===== config.mk =====
export PLATFORM = sky130hd
export DESIGN_NAME = branch_predict_ctrl
export DESIGN_NICKNAME = d
export VERILOG_FILES = /design/src/rtl/branch_predict_ctrl.sv
export SDC_FILE = /design/constraint.sdc
export NUM_CORES = 1
export LEC_CHECK = 0
export CORE_MARGIN = 4
export CORE_UTILIZATION = 30
export CTS_CLUSTER_SIZE = 8
export DETAILED_ROUTE_END_ITERATION = 8
export PLACE_DENSITY = 0.53
export SETUP_SLACK_MARGIN = 0.1
export SYNTH_ARGS = -nofsm -noshare
export SYNTH_HDL_FRONTEND = slang
export SYNTH_SLANG_ARGS = --single-unit

===== constraint.sdc =====
create_clock -name clock -period 3.1 [get_ports clock]
set_input_delay 0.62 -clock clock [delete_from_list [all_inputs] [get_ports clock]]
set_output_delay 0.62 -clock clock [all_outputs]
set_load 0.05 [all_outputs]

===== src/rtl/branch_predict_ctrl.sv =====
// branch_predict_ctrl: ID-stage branch sequencer with a 2-bit counter predictor, load-use stall and stats.
module branch_predict_ctrl #(
  parameter int         IDX_W    = 6,
  parameter logic [1:0] CNT_INIT = 2'b01,
  parameter int         PERF_W   = 16
) (
  input  logic              clock,
  input  logic              reset_n,
  input  logic [31:0]       IF_pc,
  input  logic              IF_isBranch,
  output logic              pred_taken,
  input  logic              ID_valid,
  input  logic              ID_isBranch,
  input  logic              ID_isJump,
  input  logic [31:0]       ID_pc,
  input  logic              ID_pred,
  input  logic              ID_taken,
  input  logic              ID_ldHazard,
  output logic              stall,
  output logic              flush,
  output logic [1:0]        redirect_sel,
  input  logic              perf_clr,
  output logic [PERF_W-1:0] br_cnt,
  output logic [PERF_W-1:0] misp_cnt
);
  localparam int N = 1 << IDX_W;
  typedef enum logic {RUN, HOLD} state_t;
  state_t            state_q, state_d;
  logic [1:0]        cnt_q [N];
  logic [1:0]        cnt_d [N];
  logic [PERF_W-1:0] br_cnt_q, br_cnt_d, misp_cnt_q, misp_cnt_d;
  logic [IDX_W-1:0]  if_idx, id_idx;
  logic [1:0]        cur, upd;
  logic              br_v, res, miss, jmp;
  logic              unused_pc;
  assign unused_pc = ^{IF_pc[31:IDX_W+2], IF_pc[1:0], ID_pc[31:IDX_W+2], ID_pc[1:0]};
  assign if_idx = IF_pc[IDX_W+1:2];
  assign id_idx = ID_pc[IDX_W+1:2];
  assign cur    = cnt_q[id_idx];
  assign upd    = ID_taken ? (cur == 2'b11 ? 2'b11 : cur + 2'b01) : (cur == 2'b00 ? 2'b00 : cur - 2'b01);
  // Outputs are gated by reset_n so a reset mid-HOLD drops stall without waiting for a clock.
  always_comb begin
    state_d = state_q;
    stall   = 1'b0;
    res     = 1'b0;
    br_v    = reset_n & ID_valid & ID_isBranch;
    if (state_q == RUN) begin
      stall   = br_v & ID_ldHazard;
      res     = br_v & ~ID_ldHazard;
      state_d = (br_v & ID_ldHazard) ? HOLD : RUN;
    end else begin
      stall   = br_v & ID_ldHazard;
      res     = br_v & ~ID_ldHazard;
      state_d = (br_v & ID_ldHazard) ? HOLD : RUN;
    end
  end
  assign miss         = res & (ID_pred != ID_taken);
  assign jmp          = reset_n & ID_valid & ID_isJump & ~stall;
  assign flush        = miss | jmp;
  assign redirect_sel = miss ? (ID_taken ? 2'b01 : 2'b10) : {1'b0, jmp};
  assign pred_taken   = IF_isBranch & ((res && if_idx == id_idx) ? upd[1] : cnt_q[if_idx][1]);
  always_comb begin
    cnt_d = cnt_q;
    if (res) cnt_d[id_idx] = upd;
  end
  assign br_cnt_d   = perf_clr ? '0 : (res && ~&br_cnt_q) ? br_cnt_q + PERF_W'(1) : br_cnt_q;
  assign misp_cnt_d = perf_clr ? '0 : (miss && ~&misp_cnt_q) ? misp_cnt_q + PERF_W'(1) : misp_cnt_q;
  always_ff @(posedge clock or negedge reset_n) begin
    if (!reset_n) begin
      state_q    <= RUN;
      br_cnt_q   <= '0;
      misp_cnt_q <= '0;
      for (int i = 0; i < N; i++) cnt_q[i] <= CNT_INIT;
    end else begin
      state_q    <= state_d;
      br_cnt_q   <= br_cnt_d;
      misp_cnt_q <= misp_cnt_d;
      cnt_q      <= cnt_d;
    end
  end
  assign br_cnt   = br_cnt_q;
  assign misp_cnt = misp_cnt_q;
endmodule

# Word-level counts from Yosys, hierarchy flattened
# Index checks and enable logic that the tools add are counted.
# Widths: inputs -> output; s select.
# word_totals
regBits,160
in_bits,74
output_inout_bits,37
word_cells,119
# classes
n_addsub,4
n_lt_le_gt_ge,3
n_eq_ne,3
mux,19
bitwise,13
reduce_logical,11
# op_table
operator,count
$bwmux 128,1
$mux 16,4
$add 16x1->16 const B,2
$reduce_and 16->1,2
$bmux 2 s6,2
$mux 2,10
$ge 7x7->1 const B,2
$not 6->7,2
$demux 2 s6,1
$and 1x1->1,8
$lt 7x1->1 const B,1
$eq 6x6->1,1
$logic_and 1x1->1,4
$reduce_bool 2->1,2
$add 2x1->2 const B,1
$eq 2x2->1 const B,1
$logic_not 1->1,2
$logic_not 2->1,1
$not 1->1,2
$sub 2x1->2 const B,1
$mux 1,1
$ne 1x1->1,1
$or 1x1->1,1

# Longest topological paths before layout
# depth
depth_word,9
ltp_mapped,12
mapped_depth_nobuf,8

# Least setup slack after synthesis
# Ideal clock, no wire load.
# synth_timing
path_kind,input port to output port
startpoint,in ID_pred
endpoint,out redirect_sel[0]
arrival_time_ps,2942
required_ps,2480
slack_ps,-462
cell_stages,4
path_buffers,0
cell_sequence,xor2_1 > a21oi_1 > nor3b_1 > nor2b_1
# synth_between
elab_chain_len,3
# synth_rtl
item,line,source
start: declaration,16,"input logic ID_pred,"
$ne 1x1->1,57,assign miss = res & (ID_pred != ID_taken);
$and 1x1->1,57,
$mux 2,60,"assign redirect_sel = miss ? (ID_taken ? 2'b01 : 2'b10) : {1'b0, jmp};"
end: declaration,21,"output logic [1:0] redirect_sel,"
# No other way between the ends.

# Worst setup path in the final report
# layout_timing
startpoint,in ID_pc[3]
endpoint,out pred_taken
# layout_between
elab_chain_len,9
elab_cells_between_ends,15
classes_between,2 x add/sub; 2 x eq/ne; 7 x mux; 2 x bitwise; 2 x reduce/logical
# layout_rtl
item,line,source
start: declaration,15,"input logic [31:0] ID_pc,"
$not 6->7 (not written as such),39,assign cur = cnt_q[id_idx];
$bmux 2 s6,39,
$mux 2 (not written as such) (2 in a row),39,
"$sub 2x1->2, or another cell as far along",40,assign upd = ID_taken ? (cur == 2'b11 ? 2'b11 : cur + 2'b01) : (cur == 2'b00 ? 2'b00 : cur - 2'b01);
$mux 2 (2 in a row),40,
$mux 1 *,61,assign pred_taken = IF_isBranch & ((res && if_idx == id_idx) ? upd[1] : cnt_q[if_idx][1]);
$and 1x1->1 *,61,
end: declaration,11,"output logic pred_taken,"
# Every way passes the cells marked *; elsewhere a longest branch is shown, timed or not. The select of a mux whose other input is x is not followed.

==> run summary <==
max-cap viol count = 0
failing checks = setup timing
Final Hold Viols = 0
routed length per instance = 18.6 um
Synth async-reset ratio = 1.00
IO Pins = 111
first-pass GRT wire length = 42.4 mm
Mapped Avg Cell Area = 10.0 um^2
Setup WS post-layout = -0.194 ns
Post-Syn Nets = 956
met2 wire length = 12.0 mm
All-Layer GR Usage = 0.172
pwr/cell area = 439 mW/mm^2
Reg2Reg Depth = 11
Worst setup EP type = output pin
Die W = 179 um
FF-to-FF End = cnt_q[86]
status = complete, but fails checks
DRC viols = 0
most frequent cells in the layout = 227 x nand2_1, 107 x buf_4, 96 x dfrtp_1
relative max-transition margin = 0.433
die area = 0.0321 mm^2
Slew @ Worst Pin = 0.850 ns
total chip power = 5.04 mW
I/O Buffers = 58
drt pass-1 iters = 5
Antenna Cells = 0
die height = 179 um
ys flop type = dfrtp_1
Max clock buf depth = 2
vias in the first global route = 7382
Final ANT Viol Nets = 0
CP arrival = 2.67 ns
Core Rows = 62
sequential fraction of the synthesis area = 0.464
FF-to-FF setup slack = 0.32 ns
core area = 0.0289 mm^2
TritonCTS Buffers = 17
Reg clk slew, reported paths = 0.06 ns
CTS sink cnt = 160
Post-synth EDFFs = 0
initial antenna violation count = 1
Worst Skew = 0.0101 ns
Highest Clock Rate = 304 MHz
Slew Viols, Final = 0
worst-skew pair later-pin latency = 0.44 ns
fin crit period = 3.29 ns
RSZ-0062 raised after global routing = true
FF-to-FF Start = cnt_q[105]
hpwl dp = 19.0 mm
Area Growth Syn to Fin = 30.6%
largest net degree at the start of global routing = 161
most common cell after layout, fill and taps aside = nand2_1
Critical Path RT = 2.48 ns
Vias = 7209
Mapped Cells = 880
leakage power = 4.59 nW
WL met1 = 12.7 mm
Final Setup Violations = 1
WS Path Type = primary input to output pin
share of cells above drive strength 1 = 0.335
metal3 WL = 1.43 mm
Fin Setup TNS = -0.194 ns
CP Max Fanout = 11
1st-iter DRT viols = 497
synthesized area = 0.00880 mm^2
Avg Vias per Cell = 5.02
hold slack = 0.376 ns
DRT Wirelength = 26.7 mm
period utilization = 1.06
CTS tree = yes
Root Buffer = clkbuf_16
Initial Utilization = 0.305
H-tree depth = 4
max layer used = met5
Warnings, synthesis = 0
fin nets = 1115
FF+latch count, synth = 160
post-synthesis cell type count = 73
RD Place Congestion = 0.935
Worst Hold Class = primary input to asynchronous set/reset pin
grt ovf = 0
startpoint types = primary input
Peak VDD IR = 398 uV
cell usage after synthesis (all sizes together), types with 4 or more instances:
cell / instances / share of area
nand3b: 4 / 0.0034
nand2b: 5 / 0.0036
nand2: 227 / 0.097
mux2: 11 / 0.015
or3: 7 / 0.0050
nor3: 12 / 0.0074
nand4b: 6 / 0.0067
inv: 12 / 0.0051
a221o: 4 / 0.0046
xor2: 17 / 0.017
dfstp: 64 / 0.19
or2: 4 / 0.0028
nand4: 10 / 0.0071
nor2: 43 / 0.018
mux2i: 24 / 0.027
dfrtp: 96 / 0.27
and3: 7 / 0.0050
a221oi: 12 / 0.013
mux4: 23 / 0.061
buf: 34 / 0.038
xnor2: 12 / 0.012
o22ai: 5 / 0.0036
clkbuf: 13 / 0.0057
o31ai: 9 / 0.0077
nor2b: 9 / 0.0064
a21oi: 19 / 0.011
nand3: 11 / 0.0063
and2: 6 / 0.0043
o21ai: 131 / 0.095
metal layers:
layer / track usage / vias up
met5: 0 / -
met3: 0.0418 / 44
met4: 0.0555 / 2
li1: - / 3465
met1: 0.241 / 3486
met2: 0.262 / 212
worst max-delay path by stage:
| stage | depth (start not counted) | endpoint | from | slack, ns |
|---|---|---|---|---|
| global placement | 9 | pred_taken | IF_pc[2] | -0.71 |
| finish | 8 | pred_taken | ID_pc[3] | -0.19 |
| global route | 7 | pred_taken | cnt_q[93] | -0.26 |
| floorplan | 11 | pred_taken | ID_pc[3] | -0.21 |
| CTS | 7 | pred_taken | cnt_q[107] | -0.26 |
| detailed placement | 9 | pred_taken | IF_pc[2] | -0.72 |
area by class of cell:
type,instances,area [um^2]
Fill cell,2919,17400
Multi-Input combinational cell,661,4440
Sequential cell,160,4080
Timing Repair Buffer,187,1790
Tap cell,384,480
Clock buffer,21,470
Clock inverter,11,179
Inverter,12,47.5
critical path: stages:
cell      delay [ns]
buf_6           0.17
mux4_1          0.63
a32oi_2         0.26
nand4b_2        0.15
nor4b_4         0.35
maj3_4          0.27
a21oi_4         0.06
buf_8           0.15
cell families after synthesis:
group,after synthesis,share of synthesized area
simple gates,365,0.189
compound gates,205,0.161
flops,160,0.464
buf+inv,59,0.0491
mux,58,0.102
xor+xnor,29,0.0289
fa+ha+maj,4,0.00597
per-stage QoR:
stage / instance area, um^2 / std cells / utilization / worst slack (ns)
global route: 11500 / 1436 / 0.398 / -0.258
finish: 11500 / 1436 / 0.398 / -0.194
detailed placement: 10500 / 1390 / 0.363 / -0.721
floorplan: 8840 / 880 / - / -0.210
global placement: 10500 / 1390 / 0.363 / -0.715
CTS: 11300 / 1431 / 0.391 / -0.261
report_power, final:
| part | internal (mW) | total, mW | switching (mW) |
|---|---|---|---|
| sequential | 2.15 | 2.17 | 0.0231 |
| clock | 1.42 | 2.32 | 0.900 |
| combinational | 0.235 | 0.555 | 0.320 |
| total | 3.80 | 5.04 | 1.24 |
state kept, by name, indices dropped and copies added, names as in the netlist:
| signal | cells |
|---|---|
| br_cnt | 16 |
| cnt_q | 128 |
| misp_cnt | 16 |
repair_timing:
item | in CTS | in global routing
buffers inserted | 7 | 6
pin swaps | 7 | 13
gates resized for setup | 32 | 39
cloned | 2 | 0
hold buffers | 0 | 0
setup endpoints to repair | 51 | 1
Note: power is estimated with default switching activity, not from simulation.
==> edit: new RTL, same settings <==
The parameter `IDX_W` goes from 6 to 5.
--- a/src/rtl/branch_predict_ctrl.sv
+++ b/src/rtl/branch_predict_ctrl.sv
@@ -2,3 +2,3 @@
 module branch_predict_ctrl #(
-  parameter int         IDX_W    = 6,
+  parameter int         IDX_W    = 5,
   parameter logic [1:0] CNT_INIT = 2'b01,
Formal check against the unedited RTL: not equivalent (a bounded check fails within 4 cycles, from zero or initial values and one cycle with reset_n low).
==> edit against the original RTL <==
Combinational power shrank 27%; sequential cell count shrank 64; design area shrank 40%; non-clock buffer count shrank 79; total power down 44%; fmax up 7.0%; final cell count fell by 45%; via count down 45%; area after synthesis decreased by 40%; wire length decreased by 49%; setup slack gained 0.22 ns; global-route usage shrank 2.8 points; critical path type unchanged; critical endpoint unchanged; largest cell class unchanged; highest routed layer is now met4.
==> edit: results (changes against the original RTL) <==
[metrics] area share of xor/xnor cells in the synthesized design: 0.04988 (+0.02102)
[metrics] number of buffers added by the clock tree synthesis step: 9 (-8)
[metrics] Synth Area in Compound Gates: 0.05226 (-0.1087)
[metrics] I/O Buffers: 56 (-3.4%)
[metrics] Post-Synthesis Net Count: 547 (-43%)
[metrics] post-synth cell types: 43 (-41%)
[metrics] FF-to-FF End: cnt_q[49]
[metrics] cell count of the worst reg-to-reg path: 7 (-4)
[metrics] post-detailed-placement half-perimeter wirelength: 9.734 mm (-49%)
[metrics] FF-to-FF setup slack: 0.83 ns (+0.51 ns)
[metrics] GR Util met1: 0.1914 (-0.04967)
[metrics] nets@finish: 642 (-42%)
[metrics] number of antenna violations at the first check in global routing: 0 (-1)
[metrics] number of global-route vias before repair: 4,321 (-41%)
[metrics] post-cts gate resize count: 45 (+41%)
[metrics] total of fill cells in the finished design: 1,676 (-43%)
[metrics] uppermost signal routing layer after detailed routing: met4
[metrics] post-CTS repair timing setup buffer count: 6 (-1)
[metrics] first element of the critical path: IF_pc[2]
[metrics] clock latency on the worst-skew pair: 0.35 ns (-0.09 ns)
[metrics] DR vias/cell: 4.941 (-1.6%)
[metrics] first-pass iteration count of the detailed router: 4 (-1)
[metrics] wire length of the first global-routing pass: 22.70 mm (-47%)
[metrics] number of DRC violations after detailed-routing iteration 0: 118 (-76%)
[metrics] Crit Reg-Reg Startpoint: cnt_q[14]
[metrics] met2 usage in global routing: 0.2316 (-0.03019)
[metrics] layout cells sized above 1: 0.3608 (+0.02617)
[metrics] H-tree depth: 3 (-1)
[metrics] adder-cell area share of the yosys netlist: 0.009026 (+0.003054)
[metrics] flip-flop count of the largest register after layout: 64 (-50%)
[metrics] Avg Cell Area, Syn: 11.18 sq um (+12%)
[metrics] maximum number of pins on one net before global-route repair: 55 (-66%)
[metrics] global-route track usage on met3: 0.04097 (-0.0007849)
[metrics] GR Util All Layers: 0.1443 (-0.02764)
[metrics] number of cells after detailed placement: 771 (-45%)
[metrics] maximum VDD drop: 257.3 uV (-35%)
[metrics] GP Congestion: 0.8722 (-6.7%)
[metrics] average detailed-routed wire length per instance: 16.97 um (-8.8%)
[metrics] routed length on met3: 651 um (-54%)
[metrics] outcome: complete, no violations
[metrics] minimum setup slack after placement: -0.4735 ns (+0.2479 ns)
[metrics] leading cell types by total area after synthesis: dfrtp_1 30%, dfstp_2 16%, mux2_2 14%, mux2i_1 6.5%, mux4_2 4.3%
[edit: cell count changes after synthesis, moves of 9 or more]
| cell | before | now |
|---|---|---|
| nand2_1 | 227 | 41 |
| mux2_2 | 9 | 64 |
| o21ai_1 | 53 | 1 |
| o21ai_2 | 49 | 0 |
| dfrtp_1 | 96 | 64 |
| dfstp_2 | 64 | 32 |
| o21ai_0 | 29 | 6 |
| nand3_1 | 11 | 23 |
| a221oi_1 | 11 | 0 |
| mux2i_1 | 24 | 34 |
| mux4_2 | 19 | 10 |
| nor2_1 | 43 | 52 |
| o31ai_1 | 9 | 0 |
[edit: power breakdown]
group	internal, mW	switching (mW)
registers	1.31	0.0263
clock network	0.549	0.507
logic	0.199	0.206
total	2.06	0.740
[edit: worst max-delay path, cell delays in order]
cell and delay [ns]:
buf_8 0.09, buf_12 0.12, mux4_2 0.54, mux4_2 0.48, mux2i_1 0.16, a21bo_2 0.15, o21ba_4 0.15, buf_8 0.14
[edit: layout make-up]
type                            instances  area share
Clock buffer                            9     0.03256
Multi-Input combinational cell        346      0.3978
Sequential cell                        96      0.3531
Clock inverter                          7    0.007779
Timing Repair Buffer                  108      0.1653
Tap cell                              225     0.04070
Inverter                                5    0.002713
[edit: cell families (layout without fill, tap and decap cells)]
group	after synthesis	in the layout
simple gates	167	167
compound gates	37	37
mux	108	108
xor+xnor	30	30
flops	96	96
buf+inv	29	129
fa+ha+maj	4	4
[edit: per-stage QoR]
| stage | area (sq um) | TNS (ns) |
|---|---|---|
| after global placement | 6402 | -4.269 |
| after global routing | 6917 | -0.05480 |
| final | 6917 | 0 |
| after floorplan | 5284 | 0 |
| after CTS | 6910 | -0.004178 |
| after detailed placement | 6402 | -5.250 |
